### src/rtl/dispatch_pkg.sv
// rtl/dispatch_pkg.sv - opcodes, class encoding and decoded-slot type for the dual dispatch stage
package dispatch_pkg;

    localparam logic [5:0] OP_RTYPE = 6'h00;
    localparam logic [5:0] OP_LW    = 6'h23;
    localparam logic [5:0] OP_SW    = 6'h2B;
    localparam logic [5:0] OP_BEQ   = 6'h04;

    typedef enum logic {
        CLS_ALU = 1'b0,
        CLS_MEM = 1'b1
    } op_class_e;

    typedef struct packed {
        logic [4:0] src_a;
        logic       src_a_v;
        logic [4:0] src_b;
        logic       src_b_v;
        logic [4:0] dst;
        logic       dst_v;
        logic       mem;
        logic       nop;
    } decoded_t;

    // Any operand of the slot (sources or destination) still owned by an in-flight producer
    function automatic logic uses_busy(input decoded_t d, input logic [31:0] busy);
        return (d.src_a_v && busy[d.src_a]) ||
               (d.src_b_v && busy[d.src_b]) ||
               (d.dst_v   && busy[d.dst]);
    endfunction

    function automatic logic reads_reg(input decoded_t d, input logic [4:0] r);
        return (d.src_a_v && (d.src_a == r)) || (d.src_b_v && (d.src_b == r));
    endfunction

endpackage

### src/rtl/dispatch_decode.sv
// rtl/dispatch_decode.sv - combinational instruction decode into operand/class fields
module dispatch_decode
    import dispatch_pkg::*;
(
    input  logic [31:0] inst,
    output decoded_t    dec
);

    logic [5:0] op;
    op_class_e  cls;

    assign op = inst[31:26];

    always_comb begin
        dec       = '0;
        cls       = CLS_ALU;
        dec.src_a = inst[25:21];
        dec.src_b = inst[20:16];
        dec.dst   = inst[20:16];
        if (inst == 32'd0) begin
            dec.nop = 1'b1;
        end else begin
            case (op)
                OP_RTYPE: begin
                    dec.src_a_v = 1'b1;
                    dec.src_b_v = 1'b1;
                    dec.dst     = inst[15:11];
                    dec.dst_v   = 1'b1;
                end
                OP_LW: begin
                    dec.src_a_v = 1'b1;
                    dec.dst_v   = 1'b1;
                    cls         = CLS_MEM;
                end
                OP_SW: begin
                    dec.src_a_v = 1'b1;
                    dec.src_b_v = 1'b1;
                    cls         = CLS_MEM;
                end
                OP_BEQ: begin
                    dec.src_a_v = 1'b1;
                    dec.src_b_v = 1'b1;
                end
                default: begin
                    dec.src_a_v = 1'b1;
                    dec.dst_v   = 1'b1;
                end
            endcase
        end
        // r0 is hardwired, so writing it creates no dependency
        if (dec.dst == 5'd0) dec.dst_v = 1'b0;
        dec.mem = (cls == CLS_MEM);
    end

endmodule

### src/rtl/dual_dispatch.sv
// rtl/dual_dispatch.sv - in-order two-wide dispatch with scoreboard and RS credit tracking
module dual_dispatch
    import dispatch_pkg::*;
#(
    parameter int RS_DEPTH = 4
) (
    input  logic        clk,
    input  logic        rst_n,
    input  logic [31:0] inst1,
    input  logic [15:0] pc1,
    input  logic [31:0] inst2,
    input  logic [15:0] pc2,
    output logic        stall1,
    output logic        stall2,
    input  logic        wb1_valid,
    input  logic        wb2_valid,
    input  logic [4:0]  wb1_reg,
    input  logic [4:0]  wb2_reg,
    input  logic [1:0]  alu_rel,
    input  logic [1:0]  mem_rel,
    output logic        iss1_valid,
    output logic        iss2_valid,
    output logic [15:0] iss1_pc,
    output logic [15:0] iss2_pc,
    output logic [31:0] iss1_inst,
    output logic [31:0] iss2_inst,
    output logic        iss1_mem,
    output logic        iss2_mem
);

    localparam int CW = $clog2(RS_DEPTH + 1);
    localparam logic [CW+1:0] DEPTH_W = (CW+2)'(RS_DEPTH);

    logic          primed;
    logic [31:0]   busy, busy_next, set_mask, clr_mask;
    logic [CW-1:0] alu_cnt, mem_cnt, alu_next, mem_next, cnt1, cnt2;
    logic [CW+1:0] alu_sum, mem_sum;
    logic [1:0]    alu_iss, mem_iss;
    logic          same_cls, credit1, credit2, ok1, ok2;
    decoded_t      d1, d2;

    dispatch_decode u_dec1 (.inst(inst1), .dec(d1));
    dispatch_decode u_dec2 (.inst(inst2), .dec(d2));

    always_comb begin
        cnt1     = d1.mem ? mem_cnt : alu_cnt;
        cnt2     = d2.mem ? mem_cnt : alu_cnt;
        same_cls = !d1.nop && (d1.mem == d2.mem);
        credit1  = d1.nop || (cnt1 != '0);
        credit2  = d2.nop || (int'(cnt2) >= (same_cls ? 2 : 1));
        ok1      = primed && !uses_busy(d1, busy) && credit1;
        ok2      = ok1 && !uses_busy(d2, busy) && credit2 &&
                   !(d1.dst_v && reads_reg(d2, d1.dst)) &&
                   !(d1.dst_v && d2.dst_v && (d1.dst == d2.dst));
    end

    assign stall1 = primed & ~ok1;
    assign stall2 = primed & ok1 & ~ok2;

    always_comb begin
        alu_iss = {1'b0, ok1 & ~d1.nop & ~d1.mem} + {1'b0, ok2 & ~d2.nop & ~d2.mem};
        mem_iss = {1'b0, ok1 & ~d1.nop &  d1.mem} + {1'b0, ok2 & ~d2.nop &  d2.mem};
        // Credit checks guarantee cnt >= issued, so the subtraction cannot wrap
        alu_sum  = (CW+2)'(alu_cnt) + (CW+2)'(alu_rel) - (CW+2)'(alu_iss);
        mem_sum  = (CW+2)'(mem_cnt) + (CW+2)'(mem_rel) - (CW+2)'(mem_iss);
        alu_next = (alu_sum > DEPTH_W) ? CW'(RS_DEPTH) : alu_sum[CW-1:0];
        mem_next = (mem_sum > DEPTH_W) ? CW'(RS_DEPTH) : mem_sum[CW-1:0];
    end

    always_comb begin
        set_mask = '0;
        clr_mask = '0;
        if (wb1_valid) clr_mask[wb1_reg] = 1'b1;
        if (wb2_valid) clr_mask[wb2_reg] = 1'b1;
        if (ok1 && d1.dst_v) set_mask[d1.dst] = 1'b1;
        if (ok2 && d2.dst_v) set_mask[d2.dst] = 1'b1;
        busy_next = (busy & ~clr_mask) | set_mask;
    end

    always_ff @(posedge clk or negedge rst_n) begin
        if (!rst_n) begin
            primed     <= 1'b0;
            busy       <= '0;
            alu_cnt    <= CW'(RS_DEPTH);
            mem_cnt    <= CW'(RS_DEPTH);
            iss1_valid <= 1'b0;
            iss2_valid <= 1'b0;
            iss1_pc    <= '0;
            iss2_pc    <= '0;
            iss1_inst  <= '0;
            iss2_inst  <= '0;
            iss1_mem   <= 1'b0;
            iss2_mem   <= 1'b0;
        end else begin
            primed     <= 1'b1;
            busy       <= busy_next;
            alu_cnt    <= alu_next;
            mem_cnt    <= mem_next;
            iss1_valid <= ok1 & ~d1.nop;
            iss2_valid <= ok2 & ~d2.nop;
            if (ok1) begin
                iss1_pc   <= pc1;
                iss1_inst <= inst1;
                iss1_mem  <= d1.mem;
            end
            if (ok2) begin
                iss2_pc   <= pc2;
                iss2_inst <= inst2;
                iss2_mem  <= d2.mem;
            end
        end
    end

    credit_overflow_a: assert property (@(posedge clk) disable iff (!rst_n)
        (alu_sum <= DEPTH_W) && (mem_sum <= DEPTH_W));

endmodule

### config.mk
export PLATFORM = sky130hd
export DESIGN_NAME = dual_dispatch
export DESIGN_NICKNAME = d
export VERILOG_FILES = /design/src/rtl/dispatch_pkg.sv /design/src/rtl/dispatch_decode.sv /design/src/rtl/dual_dispatch.sv
export SDC_FILE = /design/constraint.sdc
export NUM_CORES = 1
export LEC_CHECK = 0
export BUFFER_PORTS_ARGS = -buffer_cell sky130_fd_sc_hd__clkbuf_2
export CAP_MARGIN = 30
export CORE_MARGIN = 8
export CORE_UTILIZATION = 40
export CTS_CLUSTER_DIAMETER = 30
export CTS_CLUSTER_SIZE = 20
export DETAILED_ROUTE_END_ITERATION = 6
export SYNTH_ARGS = -nofsm -noshare
export SYNTH_HDL_FRONTEND = slang
export SYNTH_SLANG_ARGS = --single-unit
### constraint.sdc
create_clock -name clk -period 4.4 [get_ports clk]
set_clock_uncertainty 0.05 [all_clocks]
set_input_delay 0.22 -clock clk [delete_from_list [all_inputs] [get_ports clk]]
set_output_delay 0.22 -clock clk [all_outputs]
set_load 0.03 [all_outputs]
==> results of run 1 <==
synthesized netlist by cell type (all sizes together), types with 14 or more instances:
| cell | number |
|---|---|
| dfrtp | 137 |
| mux2 | 97 |
| nand2 | 64 |
| inv | 60 |
| nor2 | 40 |
| o21ai | 38 |
| a21oi | 33 |
| mux4 | 33 |
| buf | 31 |
| clkbuf | 27 |
| o31ai | 25 |
| a221oi | 21 |
| a41oi | 20 |
| nand3 | 20 |
| mux2i | 18 |
| nor3 | 18 |
| xnor2 | 15 |
| ha | 14 |
| nor4 | 14 |
sequential cells by signal, indices dropped and copies added, names as in the netlist:
register and flops:
iss1_mem 1, iss2_valid 1, alu_cnt 3, primed 1
iss1_pc 16, iss2_inst 32, iss1_inst 32, iss1_valid 1
iss2_mem 1, iss2_pc 16, busy 32, mem_cnt 3
worst paths after layout:
kind / from / slack, ns / to / depth (start not counted)
max reg2reg: busy[8] / -0.52 / alu_cnt[1] / 21
min in group asynchronous: rst_n / 0.24 / iss1_pc[10] / 2
min reg2reg: iss2_mem / 0.45 / iss2_mem / 1
max: busy[8] / -0.52 / alu_cnt[1] / 21
min: inst2[12] / 0.02 / iss2_inst[12] / 2
max in group asynchronous: rst_n / 2.86 / busy[20] / 4
cell families after synthesis:
group,share of synthesized area
AOI/OAI and AO/OA,0.1901
buffers and inverters,0.05316
other,0.0003915
and+or+nand+nor,0.1368
muxes,0.2108
xor gates and xnor gates,0.01463
adders and majority gates,0.03083
DFF,0.3634
stage by stage:
step | cell area (um^2) | setup WS (ns) | hold WS, ns | utilization
after floorplan | 9676 | -0.3160 | -0.1256 | -
after global placement | 12730 | -0.6153 | 0.3427 | 0.5422
after CTS | 13860 | -0.5533 | 0.01372 | 0.5904
after global routing | 13950 | -0.6777 | 0.02350 | 0.5945
after detailed placement | 12740 | -0.6644 | 0.3486 | 0.5426
final | 13950 | -0.5223 | 0.02409 | 0.5945
worst max-delay path: stages, from the launching register on:
cell and delay, ns:
dfrtp_1 0.43, buf_4 0.21, mux4_2 0.48, a22o_1 0.26
a2111o_1 0.35, o221a_2 0.14, o21ai_2 0.20, o41ai_4 0.14
nor2_8 0.14, and3_4 0.23, nand3b_1 0.09, fa_1 0.48
inv_1 0.05, fa_1 0.45, inv_2 0.08, ha_4 0.14
inv_2 0.04, fa_2 0.40, xnor2_2 0.14, o21ai_2 0.14
nand2_1 0.08, nor2_1 0.10
per-layer routing:
| metal | share of wire | GRT usage | vias to the layer above |
|---|---|---|---|
| met5 | 0 | 0 | - |
| met4 | 0.039 | 0.1205 | 0 |
| met3 | 0.091 | 0.04932 | 99 |
| met2 | 0.47 | 0.4285 | 548 |
| met1 | 0.40 | 0.3426 | 4928 |
| li1 | - | - | 4487 |
what timing repair did:
item | 4_1_cts | 5_1_grt
setup buffers | 2 | 5
gates resized for setup | 5 | 12
hold buffers | 48 | 0
hold endpoints to repair | 144 | 0
gates cloned | 0 | 0
pin swaps | 6 | 14
setup endpoints to repair | 6 | 6
cell type report:
cell class	instances	area [um^2]
multi-input cells	659	5718
clock inverters	13	156.4
repair buffers	508	3513
well taps	319	399.1
flip-flops and latches	139	3485
inverters	61	229.0
clock buffers	19	452.9
fillers	1995	9519
power groups by stage:
stage          Combinational, mW  Sequential, mW  Clock (mW)
6_report                    3.75            2.16        1.51
5_1_grt                     3.95            2.22        1.58
4_1_cts                     3.68            2.15        1.54
3_5_place_dp                3.62            2.17           0
3_3_place_gp                3.60            2.15           0
2_1_floorplan               1.30            3.02           0
layout by cell type, fill, tap and decap left out, types with 8 or more instances in the layout:
master,instances
dlygate4sd3_1,48
nor2_1,37
clkbuf_16,17
a41oi_1,20
nor3b_1,12
o31ai_1,23
nand2_1,63
ha_1,12
buf_4,232
nand3_1,19
xnor2_1,14
and3_1,10
nand4_1,12
nor2b_1,9
a21oi_1,30
mux2i_1,18
nor4_1,13
mux4_2,33
o211ai_1,9
inv_1,58
o21ai_0,28
mux2_2,94
a222oi_1,8
clkbuf_2,214
a221oi_1,21
nor3_1,15
dfrtp_1,134
==> reports/results.ini, run 1 <==
[drt]
totalWireLength_mm=39.00
vias=10060
drc_errors=2
avgViaCountPerCell=5.857
final_antenna_net_count=0
drtIter0Drc=956
wl_per_cell_um=22.70
dr.pass1.iters=7

[sta]
finalSetupViolCount=6
tightest_slew_ns=0.8206
setup_tns_ns=-2.651
min_period_ns=4.922
max_freq_ghz=0.2032
slew_headroom=0.4509
slew_viol_final=0
layout_setup_ws_ns=-0.5223
rsz0062_at_grt=true
finalCritPeriodShare=1.119
hold_viol_final=0

[final_layout]
synthToLayoutAreaGrowth_pct=45.66
layout.nets=1520
stdcell_count=1718
diodes=0
drive_gt1_frac=0.4818

[cts]
insertion_delay_ns=0.44
numClockSinks=139
htreeDepth=4
cts_tree=done
root_buffer=clkbuf_16
tritoncts.num_buffers=17
clock_path_buffers=2
clk_pin_slew_ns=0.07

[hold_path]
hp-class=in -> reg

[synth]
synth.ff_latch_count=139
yosysWarnings=0
yosys.area.top_type=dfrtp_1
synth_cell_type_count=84
synth_nets=1051
synthCells=917
seq_area_frac_synth=0.3634
netlist_area_um2=9579
synth_edf_count=0
synth.area.top_cells=dfrtp_1 (36%), mux2_2 (11%), mux4_2 (7.8%)
synth_top_area_frac=0.3579
avgSynthCellArea_um2=10.45
ys_async_sr_fraction=1.000
synthFlopType=dfrtp_1

[place]
gp_congestion=1.008
hpwl_mm=30.16
placed_cells=1630
portBuffers=215

[die]
die-height_um=170.8
io_pins=216
initial_core_util=0.4081
fp.coreArea_um2=23470
die_w_um=170.8
dieArea_um2=29160
row_count=56

[pwr]
swShare=0.4287
combPwrFrac=0.506
clkPwrFrac=0.203
ir_worst_vdd_uv=262.4
design_power_total_mw=7.408
powerDensity_nw_per_um2=530.9
p_leak_nw=6.531
p_seq_frac=0.291
internal_power_mw=4.232
switchingPower_mw=3.176

[critical_path]
end_kind=flop
crit_type=reg -> reg
worstSetupStartpointType=flop
critPathMaxFanout=6
cp.required_ns=4.72
crit_arrival_ns=5.24

[global_route]
grt_use_total=0.2656
grt_max_degree=101
grt_pass1_vias=10070
grt_pass1_wl_mm=59.00
antenna_found_initial=0
grt.overflow.total=0

[job]
cap_violations=0

[run_status]
run_status=complete, but fails checks
violations=DRC, setup timing

(Power assumes the default switching activity.)
==> run 2, diff against run 1 <==
Settings changed: CAP_MARGIN 30 to default, SYNTH_HIERARCHICAL from default to 1.
==> reports/results.ini, run 2 <==
[synth]
synth.ff_latch_count=139
avgSynthCellArea_um2=10.62
yosys.area.top_type=dfrtp_1
synth_top_area_frac=0.3624
synth_cell_type_count=66
seq_area_frac_synth=0.3680
synth_edf_count=0
synth.most_common_cell=dfrtp_1
synthCells=891
netlist_area_um2=9459
synth_nets=1025
synthFlopType=dfrtp_1
ys_async_sr_fraction=1.000
yosysWarnings=6
ys_top_cells_by_count=dfrtp_1 (137), nand2_1 (83), mux2_2 (76)
synth.area.top_cells=dfrtp_1 (36%), mux2_2 (9.0%), mux4_2 (7.6%)

[run_status]
run_status=complete, but fails checks
violations=setup timing

[place]
detailedPlace.worstSlack_ns=-2.104
hpwl_mm=25.47
portBuffers=215
gp_congestion=0.9734

[drt]
vias=8890
wl_per_cell_um=21.77
drtIter0Drc=756
drc_errors=0
totalWireLength_mm=34.81
avgViaCountPerCell=5.560
dr.pass1.iters=6
final_antenna_net_count=0

[pwr]
p_seq_frac=0.290
clkPwrFrac=0.179
powerDensity_nw_per_um2=590.7
swShare=0.4395
ir_worst_vdd_uv=298.2
internal_power_mw=4.287
p_leak_nw=6.118
switchingPower_mw=3.361
combPwrFrac=0.531

[sta]
slew_viol_final=0
whs_ns=0.01204
rsz0062_at_grt=true
layout_setup_ws_ns=-1.507
max_freq_ghz=0.1693
finalCritPeriodShare=1.342
setup_tns_ns=-30.22
hold_viol_final=0
slew_headroom=0.1943
finalSetupViolCount=86
min_period_ns=5.907
tightest_slew_ns=1.206

[final_layout]
drive_gt1_frac=0.4617
diodes=0
fill_cells=2073
layout.nets=1401
final_common_cell=clkbuf_2
synthToLayoutAreaGrowth_pct=36.88
top_regs=busy x32, iss1_inst x32, iss2_inst x32
seqCellArea_um2=3481
multiInputGateArea_um2=5520
layout_common_cells=clkbuf_2 (213), buf_4 (171), dfrtp_1 (137)

[global_route]
grt_pass1_wl_mm=53.10
grt_pass1_vias=9009
grt.overflow.total=0
grt_max_degree=81
antenna_found_initial=0
grt_use_total=0.2399

[critical_path]
critPathMaxFanout=4
crit_type=in -> reg
cp.required_ns=4.71
r2r_cells=19
end_kind=flop
worstSetupStartpointType=primary input
reg2reg_to=mem_cnt[1]
crit_arrival_ns=6.22
reg2reg_slack_ns=-0.91
r2r_start=busy[10]

[cts]
htreeDepth=4
insertion_delay_ns=0.43
clock_path_buffers=2
tritoncts.num_buffers=17
numClockSinks=139
root_buffer=clkbuf_16
clk_pin_slew_ns=0.06
cts_tree=done

[hold_path]
hold_depth=2
min_to=iss2_inst[7]
hold_path.startpoint=inst2[7]
hp-class=in -> reg

[die]
die_w_um=169.8
die-height_um=169.8
initial_core_util=0.4054
dieArea_um2=28830
io_pins=216
row_count=56
fp.coreArea_um2=23330

[job]
cap_violations=0

-- run 2: cell types whose count changed after synthesis, sizes merged, moves of 13 or more --
cell,before,now
o21ai,38,23
a31oi,7,22
mux2i,18,33
inv,60,27
nand2,64,83
mux2,97,119
buf,31,44
nor2,40,56
a41oi,20,7
a221oi,21,2
-- run 2: what timing repair did --
action                                  4_1_cts  5_1_grt
pin swaps                                     7        4
hold buffers                                 49        1
resized for setup                            13        6
buffers inserted                              4        0
hold endpoints to repair                    114        1
endpoints found under the setup margin       88       88
-- run 2: cell families after synthesis --
kind of cell    synth area share
buf+inv                  0.05767
compound gates            0.1082
simple gates              0.1513
mux                       0.2647
xor+xnor                 0.01852
other cells            0.0003964
flops                     0.3680
fa+ha+maj                0.03122
-- run 2: layer usage --
layer  vias to the layer above  global-route usage  wire length, um
met1                      4357              0.3017            14030
met4                         0              0.1058             1382
met3                        99             0.04047             2753
met5                         -                   0                0
li1                       4018                   -                -
met2                       416              0.3999            16640
-- run 2: power by group through the flow --
stage | Combinational, mW | Sequential (mW) | Clock, mW
floorplan | 1.53 | 3.15 | 0
global placement | 3.94 | 2.20 | 0
detailed placement | 3.96 | 2.23 | 0
CTS | 4.03 | 2.21 | 1.40
global route | 4.28 | 2.29 | 1.44
finish | 4.06 | 2.22 | 1.37
-- run 2: how the worst max path moves through the flow --
stage	start	endpoint	slack [ns]
after CTS	inst1[27]	mem_cnt[1]	-1.45
after floorplan	inst1[27]	alu_cnt[0]	-2.04
final	inst1[27]	mem_cnt[1]	-1.51
after detailed placement	inst1[27]	mem_cnt[1]	-2.10
after global routing	inst1[27]	mem_cnt[1]	-1.68
after global placement	inst1[27]	mem_cnt[0]	-1.97
-- run 2: area by class of cell --
type / instances / area share
multi-input cells: 645 / 0.4264
repair buffers: 437 / 0.2234
inverters: 27 / 0.007828
well taps: 319 / 0.03083
flip-flops and latches: 139 / 0.2688
clock inverters: 13 / 0.008504
clock buffers: 19 / 0.03421
-- run 2: worst max-delay path: stages --
cell	delay [ns]
buf_6	0.09
or4_4	0.53
or3_4	0.38
a41oi_4	0.27
mux2_4	0.34
mux4_2	0.30
a32o_2	0.30
nor4b_4	0.22
nand3_1	0.14
a221o_2	0.38
or4_4	0.55
or3b_4	0.42
fa_1	0.51
inv_1	0.05
fa_1	0.43
inv_1	0.08
ha_2	0.18
inv_2	0.04
fa_2	0.33
xnor2_1	0.13
o21ai_1	0.14
nand2_1	0.09
nor2_1	0.09
-- run 2: per-stage QoR --
step / util / cell area (um^2) / power, mW / cells
after floorplan: - / 9505 / 4.681 / 891
after global placement: 0.5053 / 11790 / 6.142 / 1513
after detailed placement: 0.5053 / 11790 / 6.190 / 1513
after CTS: 0.5535 / 12910 / 7.641 / 1598
after global routing: 0.5549 / 12950 / 8.005 / 1599
final: 0.5549 / 12950 / 7.649 / 1599
